### config.mk
export PLATFORM = sky130hd
export DESIGN_NAME = inst_queue
export DESIGN_NICKNAME = d
export VERILOG_FILES = /design/src/rtl/inst_queue.sv
export SDC_FILE = /design/constraint.sdc
export NUM_CORES = 1
export LEC_CHECK = 0
export ABC_AREA = 1
export BUFFER_PORTS_ARGS = -buffer_cell sky130_fd_sc_hd__clkbuf_2
export CAP_MARGIN = 20
export CELL_PAD_IN_SITES_DETAIL_PLACEMENT = 2
export CELL_PAD_IN_SITES_GLOBAL_PLACEMENT = 2
export CORE_MARGIN = 3
export CORE_UTILIZATION = 40
export DETAILED_ROUTE_END_ITERATION = 10
export GPL_TIMING_DRIVEN = 0
export PLACE_DENSITY = 0.82
export SETUP_SLACK_MARGIN = 0.1
export SYNTH_ARGS = -nofsm -noshare
export SYNTH_HDL_FRONTEND = slang
export SYNTH_SLANG_ARGS = --single-unit
### constraint.sdc
create_clock -name clk -period 12.3 [get_ports clk]
set_input_delay 1.845 -clock clk [delete_from_list [all_inputs] [get_ports clk]]
set_output_delay 1.845 -clock clk [all_outputs]
set_load 0.01 [all_outputs]
### src/rtl/inst_queue.sv
`default_nettype none
// ============================================================================
// Module      : inst_queue
// Description : Instruction FIFO between the fetch stage and the decoder.
//               Each entry carries {pred_jump, pc, inst}. Fetch pushes at most
//               one entry per cycle. Decode pops the head through a
//               valid/ready handshake, and the head is presented
//               combinationally (first-word fall-through). full_to_if asserts
//               early, leaving FULL_MARGIN slots free for a push that fetch
//               has already committed to. rollback_flag empties the queue.
//               overflow_err is sticky and is cleared only by rst.
// Ports       : clk, rst (sync, active-high), rdy (global enable)
//               fetch side  : push_flag_from_if, inst_from_if, pc_from_if,
//                             pred_jump_from_if, full_to_if
//               decode side : valid_to_dec, inst_to_dec, pc_to_dec,
//                             pred_jump_to_dec, dec_ready
//               control     : rollback_flag, overflow_err
// Revision    : 1.0 - initial release
// ============================================================================
module inst_queue #(
    parameter int DEPTH       = 16,
    parameter int PTR_W       = 4,
    parameter int FULL_MARGIN = 2
) (
    input  logic        clk,
    input  logic        rst,
    input  logic        rdy,
    input  logic        push_flag_from_if,
    input  logic [31:0] inst_from_if,
    input  logic [31:0] pc_from_if,
    input  logic        pred_jump_from_if,
    output logic        full_to_if,
    output logic        valid_to_dec,
    output logic [31:0] inst_to_dec,
    output logic [31:0] pc_to_dec,
    output logic        pred_jump_to_dec,
    input  logic        dec_ready,
    input  logic        rollback_flag,
    output logic        overflow_err
);

    localparam int               c_ENTRY_W     = 65;
    localparam logic [PTR_W:0]   c_DEPTH       = (PTR_W+1)'(DEPTH);
    localparam logic [PTR_W:0]   c_FULL_THRESH = (PTR_W+1)'(DEPTH - FULL_MARGIN);
    localparam logic [PTR_W-1:0] c_PTR_ONE     = PTR_W'(1);

    // Storage is never reset: contents are only observed when count != 0.
    logic [c_ENTRY_W-1:0] r_mem_q [DEPTH];

    logic [PTR_W-1:0] r_head_q, w_head_d;
    logic [PTR_W-1:0] r_tail_q, w_tail_d;
    logic [PTR_W:0]   r_count_q, w_count_d;
    logic             r_overflow_q, w_overflow_d;

    logic             w_pop;
    logic             w_push_acc;
    logic             w_push_drop;
    logic             w_wr_en;
    logic [c_ENTRY_W-1:0] w_entry;

    assign w_entry = {pred_jump_from_if, pc_from_if, inst_from_if};

    // Head/status outputs depend only on registered state.
    assign valid_to_dec = (r_count_q != '0);
    assign full_to_if   = (r_count_q >= c_FULL_THRESH);
    assign overflow_err = r_overflow_q;
    assign {pred_jump_to_dec, pc_to_dec, inst_to_dec} = r_mem_q[r_head_q];

    always_comb begin
        w_pop        = valid_to_dec && dec_ready;
        // A full queue still accepts a push when the head leaves in the
        // same cycle: the freed slot is the one the tail is pointing at.
        w_push_acc   = push_flag_from_if && ((r_count_q < c_DEPTH) || w_pop);
        w_push_drop  = push_flag_from_if && !w_push_acc;

        w_head_d     = r_head_q;
        w_tail_d     = r_tail_q;
        w_count_d    = r_count_q;
        w_overflow_d = r_overflow_q;
        w_wr_en      = 1'b0;

        if (rdy) begin
            if (rollback_flag) begin
                // Flush wins over any push/pop this cycle; the sticky error
                // bit is deliberately left alone.
                w_head_d  = '0;
                w_tail_d  = '0;
                w_count_d = '0;
            end else begin
                if (w_pop) begin
                    w_head_d = r_head_q + c_PTR_ONE;
                end
                if (w_push_acc) begin
                    w_tail_d = r_tail_q + c_PTR_ONE;
                    w_wr_en  = !rst;
                end
                if (w_push_drop) begin
                    w_overflow_d = 1'b1;
                end
                w_count_d = r_count_q + (PTR_W+1)'(w_push_acc) - (PTR_W+1)'(w_pop);
            end
        end
    end

    always_ff @(posedge clk) begin
        if (rst) begin
            r_head_q     <= '0;
            r_tail_q     <= '0;
            r_count_q    <= '0;
            r_overflow_q <= 1'b0;
        end else begin
            r_head_q     <= w_head_d;
            r_tail_q     <= w_tail_d;
            r_count_q    <= w_count_d;
            r_overflow_q <= w_overflow_d;
        end
    end

    always_ff @(posedge clk) begin
        if (w_wr_en) begin
            r_mem_q[r_tail_q] <= w_entry;
        end
    end

endmodule
`default_nettype wire

Word-level counts from Yosys, hierarchy flattened
Memories as Yosys holds them, arrays and structs flattened. A register that Yosys moved wholly into a read port is not among the register bits.
Cells that the tools add are included.
- register bits: 14
- RAM bits: 1040
- memories: 1
- ROM bits: 0
- bits of input ports: 71
- bits in latches: 0
- logic and storage cells: 36
- reductions and logical operators: 12
- shift operators: 0
- add/sub/neg operators: 4
- bitwise logic cells: 1
- muxes and demuxes: 12
- div/mod/pow operators: 0
- eq/ne operators: 0
- multipliers: 0
- order comparisons: 2
- memories (name ; depth ; bits a word ; rd ports ; clocked after Yosys merged registers in ; write ports ; RTL line ; source):
    r_mem_q ; 16 ; 65 ; 1 ; 1 ; 1 ; 48 ; logic [c_ENTRY_W-1:0] r_mem_q [DEPTH];
- operators with widths (kind ; number):
    two-way mux 4 bit ; 6
    adder 4 x 1 -> 4 bit, second input constant ; 2
    adder 5 x 1 -> 5 bit ; 1
    greater-or-equal comparator 5 x 4 -> 1 bit, second input constant ; 1
    < comparator 5 bit, second input constant ; 1
    two-way mux 1 bit ; 5
    two-way mux 5 bit ; 1
    nonzero test 5 bit ; 1
    subtractor 5 x 1 -> 5 bit ; 1
    AND reduction 2 bit ; 2
    nonzero test 2 bit ; 2
    logical AND 1 bit ; 3
    AND reduction 3 bit ; 1
    logical NOT 1 bit ; 2
    logical OR 1 bit ; 1
    NOT 1 bit ; 1

Longest topological paths before layout
Gate-level depths: netlist (run 1).
- word-level depth: 9
- depth in mapped cells: 18
- mapped depth without buffers: 18

Worst setup path before layout (run 1)
Ideal clock, no wire load.
- path kind: in2reg
- start: input port rollback_flag
- end: memory r_mem_q[0][0], enable pin
- setup slack: 6.511 ns
- cell stages on the path: 5
- arrival: 5.301 ns
- required time: 11.811 ns
- buffers on the path: 0
- cell sequence: inv_1 -> nand2_1 -> nor3_1 -> nand2_1 -> nor2_1
- cells in the longest elaborated chain, start to end: 4
- ends and longest elaborated chain (element ; RTL line ; source):
    start, declared ; 38 ; input logic rollback_flag,
    two-way mux 1 bit ; 83 ; if (rollback_flag) begin
    two-way mux 1 bit ; 82 ; if (rdy) begin
    two-way mux 1 bit ; 120 ; if (w_wr_en) begin
    two-way mux 1 bit (implied by the code) ; 121 ; r_mem_q[r_tail_q] <= w_entry;
    end, declared ; 48 ;
No other way between the ends.

==> flow_metrics.py, run 1 <==
metrics = {
    "synth": {
        "yosys.area.top_type": "edfxtp_1",
        "synth.area.top_cells": "edfxtp_1, nand2_1, nand3_1",
        "yosysWarnings": 0,
        "seq_area_frac_synth_pct": 73.9,
        "synth-seq-cells": 1058,
        "avgSynthCellArea_um2": 12.0,
        "synth_area_um2": 42800,
        "synth.top_cell.area_share_pct": 73.0,
        "synth_nets": 3652,
        "syn_inst": 3566,
        "yosysUniqueCellTypes": 26,
    },
    "global_routing": {
        "overflow": 0,
        "grt_max_degree": 27,
        "grt_pass1_vias": 36200,
        "grt_pass1_wl_mm": 259,
        "grt_usage_pct": 32.3,
        "antenna_found_initial": 19,
    },
    "floorplan": {
        "core-area_um2": 106000,
        "die_y_um": 333,
        "start_util_pct": 40.4,
        "std_cell_rows": 119,
        "dieArea_um2": 111000,
        "die_x_um": 333,
        "io_pins": 139,
    },
    "clock_tree": {
        "cts_setup_buffers": 0,
        "clock-sinks": 1058,
        "cts_resized": 0,
        "cts_root_buf": "clkbuf_16",
        "path_clk_slew_ns": 0.07,
        "cts_buffers": 112,
        "cts_tree": "done",
        "clk_latency_ns": 0.71,
        "cts_buffer_depth": 3,
        "htreeDepth": 3,
        "hold_buffers": 0,
    },
    "drt": {
        "drtAntennaViolNets": 0,
        "wire_per_inst_um": 34.0,
        "vias": 32600,
        "via_per_inst": 6.08,
        "wl_mm": 182,
        "drt_iter0_drc": 3823,
        "route.detailed.drc": 0,
        "drt_first_pass_iters": 5,
    },
    "critical_path": {
        "path_class": "reg2out",
        "rr_worst_depth": 7,
        "crit_fanout": 10,
        "r2r_end": "r_mem_q[6][21]",
        "r2r-start": "r_count_q[4]",
        "cp.arrival_ns": 4.10,
        "critPathLaunchType": "flip-flop",
        "rrSetupSlack_ns": 9.07,
        "cp-end-kind": "output pin",
        "required_ns": 10.45,
    },
    "sta": {
        "slew-limit-headroom_pct": 15.8,
        "holdWs_ns": 0.455,
        "setup_viol": 0,
        "hold_viol_final": 0,
        "fmax_ghz": 0.168,
        "rsz0062_at_grt": "no",
        "drv_slew": 0,
        "skew_ns": 0.0186,
        "period_needed_ns": 5.94,
        "finalWorstSetupSlack_ns": 6.36,
        "setup_tns_ns": 0,
        "worst_pin_slew_ns": 1.26,
        "fin_crit_sh_pct": 48.3,
    },
    "finish": {
        "syn2layout_area_growth_pct": 16.8,
        "design_area_um2": 49900,
        "final_cells": 5358,
        "final_nets": 3952,
        "fin_util_pct": 47.2,
        "final_cell_mix": "edfxtp_1, nand2_1, nor2_1",
        "fill_cells": 10400,
        "drive_above_1_share_pct": 11.8,
        "final_common_cell": "edfxtp_1",
    },
    "placed_design": {
        "gp_congestion": 0.771,
        "dpl.hpwl_mm": 115,
        "dp_cells": 5142,
        "io_buffer_count": 138,
        "place_ws_ns": 7.27,
        "placed_cell_area_um2": 46300,
    },
    "power_and_ir_drop": {
        "power_density_nw_per_um2": 156,
        "total_power_mw": 7.80,
        "p_leak_nw": 17.8,
        "ir_worst_vdd_mv": 0.124,
    },
    "worst_hold_path": {
        "hp-start": "overflow_err",
        "hold_path_end": "overflow_err",
        "hp-class": "reg2reg",
        "hold_depth": 2,
    },
    "flow_run": {
        "drv_cap": 0,
    },
    "outcome": {
        "status": "finished clean",
    },
}
[power breakdown]
part / internal (mW) / leakage [nW] / switching (mW) / total [mW]
Combinational: 0.0732 / 6.58 / 0.252 / 0.326
Clock: 1.95 / 1.77 / 1.55 / 3.50
Sequential: 3.96 / 9.50 / 0.00527 / 3.97
[layout make-up]
cell class	instances	area (µm²)	share of cell area (%)
Timing Repair Buffer	186	1680	3.37
Inverter	167	627	1.26
Clock buffer	135	2950	5.91
Multi-Input combinational cell	2124	9630	19.3
Clock inverter	76	663	1.33
Sequential cell	1058	31600	63.3
Buffer	217	1020	2.05
Antenna cell	4	10.0	0.0201
Tap cell	1391	1740	3.49
[cell usage after synthesis (all sizes together)]
cell type     n
edfxtp     1040
nand2       759
nor2        530
nand3       402
o21ai       254
inv         167
o211ai      140
buf         124
clkbuf       93
dfxtp        18
a21oi        14
ha           14
nand4         3
a21boi        1
a221o         1
a22oi         1
a2bb2oi       1
fa            1
nor3          1
o21bai        1
xor2          1
[registers in the layout (all words and copies together) (netlist names), named ones only]
signal and count:
r_mem_q 1040, r_count_q 5, r_head_q 4, r_tail_q 4, overflow_err 1
[worst max-delay path, cell delays in order (launching register included)]
cell and delay (ns):
dfxtp_1 0.46, clkbuf_1 0.26, clkbuf_1 0.96, clkbuf_1 0.88, nand3_1 0.27, nand3_1 0.16, nand2_1 0.19, clkbuf_2 0.18
[cells by family (layout without fill, tap and decap cells)]
group,after synthesis,count (layout),synth area share [%]
fa+ha+maj,15,15,0.457
flops,1058,1058,73.9
xor+xnor,1,1,0.0205
compound gates,413,413,5.69
other cells,0,4,0
buf+inv,384,781,3.86
simple gates,1695,1695,16.1
[per-layer routing]
metal  track usage (%)  up-vias  wire length (µm)
met2              55.1     1825             90300
met4              16.5       24              9530
met3              5.92      553             14100
li1                  -    13100                 -
met1              39.3    17100             68100
met5                 0        -               162
[how the worst max path moves through the flow]
stage / slack, ns / cells past startpoint / from / endpoint
2_1_floorplan: 6.51 / 5 / rollback_flag / r_mem_q[0][0]
3_3_place_gp: 2.45 / 6 / rollback_flag / r_mem_q[11][16]
3_5_place_dp: 7.27 / 8 / rollback_flag / r_mem_q[6][16]
4_1_cts: 6.51 / 7 / flip-flop / pred_jump_to_dec
5_1_grt: 6.47 / 7 / flip-flop / pc_to_dec[20]
6_report: 6.36 / 7 / flip-flop / pred_jump_to_dec
Note: power is estimated with default switching activity, not from simulation.
==> inputs of run 2 (changes only) <==
--- a/config.mk
+++ b/config.mk
@@ -11,10 +11,10 @@
 export CELL_PAD_IN_SITES_DETAIL_PLACEMENT = 2
 export CELL_PAD_IN_SITES_GLOBAL_PLACEMENT = 2
 export CORE_MARGIN = 3
-export CORE_UTILIZATION = 40
+export CORE_UTILIZATION = 39
 export DETAILED_ROUTE_END_ITERATION = 10
 export GPL_TIMING_DRIVEN = 0
-export PLACE_DENSITY = 0.82
+export PLACE_DENSITY = 0.84
 export SETUP_SLACK_MARGIN = 0.1
 export SYNTH_ARGS = -nofsm -noshare
 export SYNTH_HDL_FRONTEND = slang
==> constraint.sdc (replaced) <==
create_clock -name clk -period 5.3 [get_ports clk]
set_input_delay 0.795 -clock clk [delete_from_list [all_inputs] [get_ports clk]]
set_output_delay 0.795 -clock clk [all_outputs]
set_load 0.01 [all_outputs]
==> run 2 against run 1 <==
First-iteration DRC count is 2.3% higher. Power up 130%. Sequential share of layout area about the same. Setup slack lost 5.7 ns. Clock-buffer cell count grew 15. Critical endpoint is now inst_to_dec[27]. Clock skew up 0.0098 ns. Die area rose by 2.5%. Core utilization decreased by 1.0 points. Via count fell by 0.45%. Largest power group unchanged.
==> flow_metrics.py, run 2 (same netlist as run 1, synthesis figures left out) <==
metrics = {
    "floorplan": {
        "dieArea_um2": 114000,
        "core-area_um2": 108000,
        "std_cell_rows": 120,
        "start_util_pct": 39.6,
        "die_y_um": 337,
        "io_pins": 139,
        "die_x_um": 337,
    },
    "drt": {
        "drt_iter0_drc": 3912,
        "drt-met1-wl_mm": 66.9,
        "vias": 32400,
        "route.detailed.drc": 0,
        "drtAntennaViolNets": 0,
        "wire_per_inst_um": 33.1,
        "top_layer_used": "met5",
        "met2_length_mm": 87.7,
        "met3WireLength_mm": 13.6,
        "via_per_inst": 6.04,
        "wl_mm": 177,
        "drt_first_pass_iters": 5,
    },
    "sta": {
        "fin_crit_sh_pct": 87.7,
        "drv_slew": 0,
        "rsz0062_at_grt": "no",
        "slew-limit-headroom_pct": 25.8,
        "setup_viol": 0,
        "worst_pin_slew_ns": 1.11,
        "period_needed_ns": 4.65,
        "setup_tns_ns": 0,
        "fmax_ghz": 0.215,
        "skew_ns": 0.0284,
        "hold_viol_final": 0,
    },
    "placed_design": {
        "dpl.hpwl_mm": 115,
        "io_buffer_count": 138,
        "dp_cells": 5156,
        "gp_congestion": 0.780,
    },
    "clock_tree": {
        "clk_latency_ns": 0.71,
        "clock-sinks": 1058,
        "hold_buffers": 0,
        "cts_root_buf": "clkbuf_16",
        "cts_tree": "done",
        "cts_setup_buffers": 0,
        "cts_resized": 0,
        "cts_buffer_depth": 3,
        "htreeDepth": 3,
        "cts_buffers": 113,
        "path_clk_slew_ns": 0.06,
    },
    "worst_hold_path": {
        "hp-start": "push_flag_from_if",
        "hp-class": "in2reg",
    },
    "global_routing": {
        "antenna_found_initial": 10,
        "grt_max_degree": 26,
        "grt_pass1_wl_mm": 253,
        "overflow": 0,
        "grt_pass1_vias": 35800,
        "grt_usage_pct": 30.8,
    },
    "critical_path": {
        "crit_path_frequent_cell": "nand3_1",
        "crit_fanout": 12,
        "cp-end-kind": "output pin",
        "cp.arrival_ns": 3.86,
        "critical-path-max-stage-delay_ns": 0.68,
        "r2r-start": "r_count_q[4]",
        "cp_slowest_cell": "buf_2",
        "worstPathCellList": "clkbuf_1 > inv_1 > buf_2 > buf_1 > buf_8 > nand3_1 > nand3_1 > nand2_1 > clkbuf_2",
        "required_ns": 4.51,
        "critPathLaunchType": "flip-flop",
        "path_class": "reg2out",
    },
    "finish": {
        "final_cells": 5365,
        "final_nets": 3955,
        "syn2layout_area_growth_pct": 16.7,
        "reg_top3": "r_mem_q: 1040 flops, r_count_q: 5 flops",
        "final_cell_mix": "edfxtp_1, nand2_1, nor2_1",
        "final_common_cell": "edfxtp_1",
        "drive_above_1_share_pct": 11.7,
        "top_register": "r_mem_q",
        "fill_cells": 10700,
        "largest_register_ffs": 1040,
    },
    "power_and_ir_drop": {
        "ir_worst_vdd_mv": 0.240,
        "p_leak_nw": 17.8,
        "power_density_nw_per_um2": 357,
    },
    "flow_run": {
        "drv_cap": 0,
    },
    "outcome": {
        "status": "finished clean",
    },
}
## run 2: cell count changes in the layout (fill, tap and decap cells not counted), moves of 3 or more
cell,change
buf_16,+5
clkinv_1,-11
buf_12,-5
buf_8,+3
clkbuf_8,+4
bufinv_16,-6
clkbuf_1,+10
clkinv_2,-5
## run 2: critical path, delay by kind of cell, from the launching register on
family        cells  cell delay [ns]
flops             1             0.40
buf+inv           6             2.17
simple gates      3             0.55
## run 2: final timing paths
path                     endpoint  slack, ns  depth (start not counted)
setup / recovery  inst_to_dec[27]       0.65                          9
hold / removal       overflow_err       0.35                          3
setup reg to reg   r_mem_q[6][13]       2.00                          7
hold reg to reg      overflow_err       0.46                          2
## run 2: through the flow
step / worst slack, ns / hold WS, ns / utilization (%) / cell area, µm² / power, mW
global placement: -3.39 / 0.438 / 41.9 / 45200 / 10.0
detailed placement: 1.25 / 0.453 / 43.0 / 46400 / 10.1
CTS: 0.459 / 0.316 / 46.2 / 49900 / 17.8
global route: 0.623 / 0.364 / 46.2 / 49900 / 18.2
floorplan: 0.561 / 0.473 / - / 42800 / 9.68
finish: 0.649 / 0.349 / 46.2 / 49900 / 17.8
## run 2: power breakdown
part | switching (mW) | total [mW] | internal, mW
clock | 3.47 | 7.82 | 4.35
combinational | 0.579 | 0.752 | 0.173
sequential | 0.0117 | 9.21 | 9.20
total | 4.06 | 17.8 | 13.7
## run 2: final cells by class
cell class              instances  area [µm²]  area share [%]
diodes                          6        15.0          0.0301
plain buffers                 217        1020            2.05
clock buffers                 150        3090            6.20
clock inverters                52         397           0.795
inverters                     167         627            1.26
multi-input cells            2124        9630            19.3
flip-flops and latches       1058       31600            63.3
well taps                    1403        1760            3.52
repair buffers                188        1750            3.52
## run 2: metal layers
metal | track usage [%] | up-vias
li1 | - | 13100
met2 | 52.9 | 1841
met1 | 37.6 | 17000
met5 | 0 | -
met3 | 5.33 | 493
met4 | 15.2 | 2
